===== config.mk =====
export PLATFORM = sky130hd
export DESIGN_NAME = svm_dot_engine_flat
export DESIGN_NICKNAME = d
export VERILOG_FILES = /design/src/rtl/svm_dot_engine_if.sv /design/src/rtl/svm_dot_engine.sv /design/src/flat_wrapper.sv
export SDC_FILE = /design/constraint.sdc
export NUM_CORES = 1
export LEC_CHECK = 0
export BUFFER_PORTS_ARGS = -buffer_cell sky130_fd_sc_hd__buf_4
export CELL_PAD_IN_SITES_DETAIL_PLACEMENT = 1
export CELL_PAD_IN_SITES_GLOBAL_PLACEMENT = 1
export CORE_UTILIZATION = 30
export CTS_BUF_LIST = sky130_fd_sc_hd__clkbuf_4 sky130_fd_sc_hd__clkbuf_8 sky130_fd_sc_hd__clkbuf_16
export CTS_CLUSTER_DIAMETER = 50
export DETAILED_ROUTE_END_ITERATION = 12
export PLACE_DENSITY = 0.58
export SYNTH_ARGS = -nofsm -noshare
export SYNTH_HDL_FRONTEND = slang
export SYNTH_SLANG_ARGS = --single-unit

===== constraint.sdc =====
create_clock -name clk -period 15.04 [get_ports clk]
set_clock_uncertainty 0.1 [all_clocks]
set_input_delay 1.504 -clock clk [delete_from_list [all_inputs] [get_ports clk]]
set_output_delay 1.504 -clock clk [all_outputs]
set_load 0.01 [all_outputs]

===== src/rtl/svm_dot_engine_if.sv =====
// Signal bundle between svm_dot_engine and its image BRAM, SV memory, start control and result consumer.
// master = the dot engine side, slave = the surrounding system.
interface svm_dot_engine_if #(
   parameter int WIDTH         = 16,
   parameter int NUM_SV        = 16,
   parameter int SV_ADDR_WIDTH = 14,
   parameter int RES_WIDTH     = 2*WIDTH+10
);
   localparam int IDX_WIDTH  = (NUM_SV > 1) ? $clog2(NUM_SV) : 1;
   localparam int ADDR_WIDTH = 11;

   logic                     start;
   logic                     ready;
   logic                     done_interrupt;
   logic [ADDR_WIDTH-1:0]    address;
   logic                     en;
   logic [WIDTH-1:0]         in_data;
   logic [SV_ADDR_WIDTH-1:0] sv_address;
   logic                     sv_en;
   logic [WIDTH-1:0]         sv_in_data;
   logic [RES_WIDTH-1:0]     res_data;
   logic [IDX_WIDTH-1:0]     res_idx;
   logic                     res_valid;
   logic                     res_ready;

   modport master (
      input  start, in_data, sv_in_data, res_ready,
      output ready, done_interrupt, address, en, sv_address, sv_en,
             res_data, res_idx, res_valid
   );

   modport slave (
      output start, in_data, sv_in_data, res_ready,
      input  ready, done_interrupt, address, en, sv_address, sv_en,
             res_data, res_idx, res_valid
   );
endinterface


===== src/rtl/svm_dot_engine.sv =====
// Streams the deskewed image against each support vector and emits one signed dot product per SV.
// Optional macro DOT_SAT_OUT_EN: results are rescaled to Q2.14 and saturated to WIDTH bits.
module svm_dot_engine #(
   parameter int WIDTH         = 16,
   parameter int IMG_LEN       = 784,
   parameter int IMG_BASE      = 784,
   parameter int NUM_SV        = 16,
   parameter int SV_ADDR_WIDTH = 14,
   parameter int RES_WIDTH     = 2*WIDTH+10
)(
   input  logic               clk,
   input  logic               reset,
   svm_dot_engine_if.master   dot_io
);
   localparam int IDX_WIDTH  = (NUM_SV > 1) ? $clog2(NUM_SV) : 1;
   localparam int K_WIDTH    = $clog2(IMG_LEN);
   localparam int PROD_WIDTH = 2*WIDTH;
   localparam int ADDR_WIDTH = 11;

   typedef enum logic [2:0] {IDLE, MAC, DRAIN, OUT, DONE} state_t;

   state_t                      state_q, state_d;
   logic [K_WIDTH-1:0]          kCnt_q, kCnt_d;
   logic [IDX_WIDTH-1:0]        svCnt_q, svCnt_d;
   logic [SV_ADDR_WIDTH-1:0]    svBase_q, svBase_d;
   logic [1:0]                  drainCnt_q, drainCnt_d;

   logic                        rdValid_q, capValid_q, prodValid_q;
   logic signed [WIDTH-1:0]     pix_q, coef_q;
   logic signed [PROD_WIDTH-1:0] prod_q;
   logic signed [RES_WIDTH-1:0] acc_q;
   logic signed [RES_WIDTH-1:0] resValue;

   logic lastPixel, lastSv, enterMac;

   assign lastPixel = (kCnt_q == K_WIDTH'(IMG_LEN-1));
   assign lastSv    = (svCnt_q == IDX_WIDTH'(NUM_SV-1));
   assign enterMac  = (state_d == MAC) && (state_q != MAC);

   always_ff @(posedge clk or posedge reset) begin
      if (reset) begin
         state_q    <= IDLE;
         kCnt_q     <= '0;
         svCnt_q    <= '0;
         svBase_q   <= '0;
         drainCnt_q <= '0;
      end else begin
         state_q    <= state_d;
         kCnt_q     <= kCnt_d;
         svCnt_q    <= svCnt_d;
         svBase_q   <= svBase_d;
         drainCnt_q <= drainCnt_d;
      end
   end

   // svBase tracks s*IMG_LEN incrementally so no multiplier sits on the address path
   always_comb begin
      state_d    = state_q;
      kCnt_d     = kCnt_q;
      svCnt_d    = svCnt_q;
      svBase_d   = svBase_q;
      drainCnt_d = drainCnt_q;
      case (state_q)
         IDLE: begin
            if (dot_io.start) begin
               state_d  = MAC;
               kCnt_d   = '0;
               svCnt_d  = '0;
               svBase_d = '0;
            end
         end
         MAC: begin
            kCnt_d = kCnt_q + K_WIDTH'(1);
            if (lastPixel) begin
               kCnt_d     = '0;
               drainCnt_d = '0;
               state_d    = DRAIN;
            end
         end
         DRAIN: begin
            drainCnt_d = drainCnt_q + 2'd1;
            if (drainCnt_q == 2'd2) begin
               state_d = OUT;
            end
         end
         OUT: begin
            if (dot_io.res_ready) begin
               if (lastSv) begin
                  state_d = DONE;
               end else begin
                  state_d  = MAC;
                  svCnt_d  = svCnt_q + IDX_WIDTH'(1);
                  svBase_d = svBase_q + SV_ADDR_WIDTH'(IMG_LEN);
               end
            end
         end
         DONE:    state_d = IDLE;
         default: state_d = IDLE;
      endcase
   end

   always_comb begin
      dot_io.ready          = (state_q == IDLE);
      dot_io.done_interrupt = (state_q == DONE);
      dot_io.en             = 1'b0;
      dot_io.sv_en          = 1'b0;
      dot_io.address        = '0;
      dot_io.sv_address     = '0;
      dot_io.res_valid      = 1'b0;
      dot_io.res_data       = '0;
      dot_io.res_idx        = '0;
      if (state_q == MAC) begin
         dot_io.en         = 1'b1;
         dot_io.sv_en      = 1'b1;
         dot_io.address    = ADDR_WIDTH'(IMG_BASE) + ADDR_WIDTH'(kCnt_q);
         dot_io.sv_address = svBase_q + SV_ADDR_WIDTH'(kCnt_q);
      end
      if (state_q == OUT) begin
         dot_io.res_valid = 1'b1;
         dot_io.res_data  = resValue;
         dot_io.res_idx   = svCnt_q;
      end
   end

   // Read-data capture, multiply and accumulate; the pipeline is empty whenever MAC is entered
   always_ff @(posedge clk or posedge reset) begin
      if (reset) begin
         rdValid_q   <= 1'b0;
         capValid_q  <= 1'b0;
         prodValid_q <= 1'b0;
         pix_q       <= '0;
         coef_q      <= '0;
         prod_q      <= '0;
         acc_q       <= '0;
      end else begin
         rdValid_q   <= (state_q == MAC);
         capValid_q  <= rdValid_q;
         prodValid_q <= capValid_q;
         if (rdValid_q) begin
            pix_q  <= dot_io.in_data;
            coef_q <= dot_io.sv_in_data;
         end
         if (capValid_q) begin
            prod_q <= pix_q * coef_q;
         end
         if (enterMac) begin
            acc_q <= '0;
         end else if (prodValid_q) begin
            acc_q <= acc_q + {{(RES_WIDTH-PROD_WIDTH){prod_q[PROD_WIDTH-1]}}, prod_q};
         end
      end
   end

`ifdef DOT_SAT_OUT_EN
   localparam logic signed [RES_WIDTH-1:0] SAT_MAX = {{(RES_WIDTH-WIDTH+1){1'b0}}, {(WIDTH-1){1'b1}}};
   localparam logic signed [RES_WIDTH-1:0] SAT_MIN = {{(RES_WIDTH-WIDTH+1){1'b1}}, {(WIDTH-1){1'b0}}};
   logic signed [RES_WIDTH-1:0] shifted;

   always_comb begin
      shifted = acc_q >>> (WIDTH-2);
      if (shifted > SAT_MAX) begin
         resValue = SAT_MAX;
      end else if (shifted < SAT_MIN) begin
         resValue = SAT_MIN;
      end else begin
         resValue = shifted;
      end
   end
`else
   assign resValue = acc_q;
`endif

endmodule


===== src/flat_wrapper.sv =====
// flat-port wrapper written by rule: the top's interface ports become plain ports
module svm_dot_engine_flat 
#(
   parameter int WIDTH         = 16,
   parameter int IMG_LEN       = 784,
   parameter int IMG_BASE      = 784,
   parameter int NUM_SV        = 16,
   parameter int SV_ADDR_WIDTH = 14,
   parameter int RES_WIDTH     = 2*WIDTH+10
)
  (clk, reset, dot_io_start, dot_io_in_data, dot_io_sv_in_data, dot_io_res_ready, dot_io_ready, dot_io_done_interrupt, dot_io_address, dot_io_en, dot_io_sv_address, dot_io_sv_en, dot_io_res_data, dot_io_res_idx, dot_io_res_valid);
  svm_dot_engine_if #(.WIDTH(WIDTH), .NUM_SV(NUM_SV), .SV_ADDR_WIDTH(SV_ADDR_WIDTH), .RES_WIDTH(RES_WIDTH)) dot_io_i ();
  input  logic clk;
  input  logic reset;
  input wire logic [$bits(dot_io_i.start)-1:0] dot_io_start;
  input wire logic [$bits(dot_io_i.in_data)-1:0] dot_io_in_data;
  input wire logic [$bits(dot_io_i.sv_in_data)-1:0] dot_io_sv_in_data;
  input wire logic [$bits(dot_io_i.res_ready)-1:0] dot_io_res_ready;
  output wire logic [$bits(dot_io_i.ready)-1:0] dot_io_ready;
  output wire logic [$bits(dot_io_i.done_interrupt)-1:0] dot_io_done_interrupt;
  output wire logic [$bits(dot_io_i.address)-1:0] dot_io_address;
  output wire logic [$bits(dot_io_i.en)-1:0] dot_io_en;
  output wire logic [$bits(dot_io_i.sv_address)-1:0] dot_io_sv_address;
  output wire logic [$bits(dot_io_i.sv_en)-1:0] dot_io_sv_en;
  output wire logic [$bits(dot_io_i.res_data)-1:0] dot_io_res_data;
  output wire logic [$bits(dot_io_i.res_idx)-1:0] dot_io_res_idx;
  output wire logic [$bits(dot_io_i.res_valid)-1:0] dot_io_res_valid;
  assign dot_io_i.start = dot_io_start;
  assign dot_io_i.in_data = dot_io_in_data;
  assign dot_io_i.sv_in_data = dot_io_sv_in_data;
  assign dot_io_i.res_ready = dot_io_res_ready;
  assign dot_io_ready = dot_io_i.ready;
  assign dot_io_done_interrupt = dot_io_i.done_interrupt;
  assign dot_io_address = dot_io_i.address;
  assign dot_io_en = dot_io_i.en;
  assign dot_io_sv_address = dot_io_i.sv_address;
  assign dot_io_sv_en = dot_io_i.sv_en;
  assign dot_io_res_data = dot_io_i.res_data;
  assign dot_io_res_idx = dot_io_i.res_idx;
  assign dot_io_res_valid = dot_io_i.res_valid;
  svm_dot_engine #(.WIDTH(WIDTH), .IMG_LEN(IMG_LEN), .IMG_BASE(IMG_BASE), .NUM_SV(NUM_SV), .SV_ADDR_WIDTH(SV_ADDR_WIDTH), .RES_WIDTH(RES_WIDTH)) u_core (.clk(clk), .reset(reset), .dot_io(dot_io_i));
endmodule

==> key figures <==
Logic synthesis
  – Yosys warning total: 0
  – Synth Cell Area: 18100 um^2
  – Synth async-reset ratio: 100%
  – Avg Cell Area, Syn: 9.28 um^2
  – Mapped Nets: 2387
  – Number of synthesized flops with an enable pin: 0
  – Seq cells post-synth: 138
  – Unique masters post-synth: 69
  – Gate Count Post-Synth: 1953
  – Top FF cell, synth: dfrtp_1
  – Sequential share of the synthesized area: 19.0%

Timing
  – Post-route worst setup slack: 8.08 ns
  – Relative slew slack: 33.5%
  – Worst-Margin Slew: 0.995 ns
  – Setup tns final: 0 ns
  – Final Setup Violations: 0
  – Unrepaired setup endpoints after global routing: no
  – Fin. Hold Viols: 0
  – Peak Freq: 0.144 GHz
  – Tmin final: 6.96 ns
  – Crit share post-route: 46.3%
  – Slew Viols, Final: 0

Routing
  – DR DRC count: 1
  – DR iter-0 viols: 449
  – Final wirelength: 49500 um
  – Routed Antenna Nets: 0
  – First-pass DRT Iterations: 11
  – Met2 routed wirelength: 26500 um
  – M1 WL: 21300 um
  – Metal3 WL: 863 um
  – Vias per inst: 4.82
  – Wire per inst: 17.7 um
  – Routed via count: 13500
  – DR top layer: met4

GRT
  – Vias in the first global route: 15000
  – Total Routing Usage GR: 17.0%
  – Largest net degree at the start of global routing: 76
  – First-pass GRT wire length: 81000 um
  – Gr ovfl total: 0
  – Initial antenna violation count: 1

CTS
  – Postcts setup bufs: 0
  – Hold Buf Count CTS: 0
  – Clk buf depth: 2
  – Root Driver: clkbuf_16
  – Clk_lat worst skew: 0.49 ns
  – H-tree depth: 4
  – TritonCTS buffer count: 17
  – CTS clk-pin slew, worst paths: 0.07 ns
  – CTS tree: done
  – Sink Count: 138
  – Post-cts sizing count: 0

Job
  – Max-cap violation count: 0

Worst setup path
  – Worst r2r dst: u_core.prod_q[31]
  – Critical path, cell by cell: nand2_1 > inv_1 > fa_1 > fa_1 > inv_1 > fa_1 > fa_1 > fa_1 > fa_1 > inv_1 > ha_1 > o2111ai_1 > o31ai_1 > a21o_1 > nor2b_1 > o21bai_1 > xnor2_1 > mux2_2
  – Reg-to-reg setup timing slack: 8.08 ns
  – Worst Path Required: 15.30 ns
  – Worst path slowest cell: fa_1
  – Worst EP arrival: 7.22 ns
  – Worst Setup SP: u_core.coef_q[1]
  – Critical Setup Path Class: flip-flop to flip-flop
  – Reg2Reg Depth: 18
  – Worst Path Max Fanout: 17
  – Critical path launch point type: flip-flop
  – RR Startpoint: u_core.coef_q[1]
  – Slowest stage delay, CP: 0.85 ns
  – CP Capture Type: flip-flop
  – Most frequent CP cell: fa_1

Final layout
  – Fin cells: 2803
  – Commonest non-fill, non-tap cell in the layout: inv_1
  – Layout fillers: 6830
  – Nets: 2451
  – Share of cells above drive strength 1: 10.8%
  – Area Overhead vs Synth: 11.9%
  – Number of inserted diodes: 0
  – Most frequent cells in the layout: 332 x inv_1, 263 x fa_1, 178 x nand2_1

Placed design
  – PortBufs: 111
  – Number of instances in the placed design: 2771
  – Placer Congestion: 0.800
  – Worst slack, placed: 8.07 ns
  – Hpwl dp: 39800 um

Worst hold path
  – Min-delay src: u_core.prod_q[14]
  – Hold Crit Class: flip-flop to flip-flop
  – Hold depth: 2
  – Hold EP: u_core.prod_q[14]

Outcome
  – Violated checks: DRC
  – Outcome: finished, violations left

Floorplan
  – Site row count: 89
  – Die width: 248 um
  – I/O pin cnt: 112
  – Total core area: 59400 um^2
  – Die height: 248 um
  – Initial core utilization: 30.5%
  – Die ar.: 61400 um^2
[per-stage QoR]
step	hold WS [ns]	instance area, um^2	utilization (%)
global placement	0.388	19700	33.2
CTS	0.411	20300	34.2
global route	0.439	20300	34.2
floorplan	0.252	18100	-
finish	0.398	20300	34.2
detailed placement	0.395	19700	33.2
[per-layer routing]
| metal | vias to the layer above | track usage (%) |
|---|---|---|
| li1 | 6319 | - |
| met1 | 7051 | 21.1 |
| met2 | 108 | 30.7 |
| met3 | 40 | 2.00 |
| met4 | 0 | 4.78 |
| met5 | - | 0 |
[worst max path at each step]
stage | to | slack (ns) | cells after the start
after floorplan | u_core.prod_q[31] | 8.90 | 19
after global placement | u_core.prod_q[31] | 8.13 | 18
after detailed placement | u_core.prod_q[31] | 8.07 | 18
after CTS | u_core.prod_q[31] | 8.02 | 18
after global routing | u_core.prod_q[31] | 7.66 | 18
final | u_core.prod_q[31] | 8.08 | 18
[flip-flops by register name, indices dropped and copies added (netlist names)]
register and flops:
u_core.acc_q 42, u_core.capValid_q 1, u_core.coef_q 16, u_core.drainCnt_q 2, u_core.kCnt_q 10, u_core.pix_q 16, u_core.prodValid_q 1, u_core.prod_q 32
u_core.rdValid_q 1, u_core.state_q 3, u_core.svBase_q 10, u_core.svCnt_q 4
[cell type report]
class | count | area [um^2] | share of cell area (%)
inverters | 334 | 1260 | 6.20
multi-input cells | 1408 | 13100 | 64.8
repair buffers | 118 | 886 | 4.36
clock buffers | 17 | 425 | 2.10
clock inverters | 15 | 156 | 0.771
well taps | 773 | 967 | 4.77
flip-flops and latches | 138 | 3450 | 17.0
[cell usage after synthesis, types with 4 or more instances]
cell | n | share of area (%)
inv_1 | 333 | 6.9
fa_1 | 263 | 29
nand2_1 | 178 | 3.7
and2_1 | 169 | 5.8
dfrtp_1 | 138 | 19
ha_1 | 135 | 9.3
nor2_1 | 132 | 2.7
a21oi_1 | 76 | 2.1
clkbuf_1 | 63 | 1.3
xnor2_1 | 61 | 2.9
mux2_2 | 53 | 3.3
o21ai_0 | 51 | 1.4
a21o_1 | 32 | 1.3
mux2i_1 | 27 | 1.5
xor2_1 | 21 | 1.0
nor3_1 | 19 | 0.52
nand3_1 | 17 | 0.47
nand2b_1 | 15 | 0.52
nand4_1 | 14 | 0.48
o21a_1 | 14 | 0.58
a211oi_1 | 13 | 0.54
and3_1 | 12 | 0.41
nor2b_1 | 10 | 0.35
o21bai_1 | 10 | 0.41
a31oi_1 | 8 | 0.28
buf_1 | 6 | 0.12
o41ai_1 | 6 | 0.29
nor3b_1 | 5 | 0.21
o31ai_1 | 5 | 0.21
o211ai_1 | 4 | 0.17
o22ai_1 | 4 | 0.14
[critical path, delay by kind of cell, from the launching register on]
| kind | cells | cell delay (ns) |
|---|---|---|
| AOI/OAI and AO/OA | 4 | 1.24 |
| xor gates and xnor gates | 1 | 0.09 |
| adders and majority gates | 7 | 3.81 |
| buffers and inverters | 3 | 0.37 |
| DFF | 1 | 0.73 |
| muxes | 1 | 0.27 |
| and+or+nand+nor | 2 | 0.23 |
[logic make-up after synthesis]
kind of cell             synth area share (%)
AO/OA/AOI/OAI                            9.51
XOR/XNOR                                 3.96
AND/OR/NAND/NOR                          15.8
flip-flops                               19.0
adder cells (fa/ha/maj)                  38.4
buffers and inverters                    8.52
multiplexers                             4.78
Power is left out: the tool's default activity adds up to more than one toggle a clock period on the data nets, which glitch-free logic cannot reach.
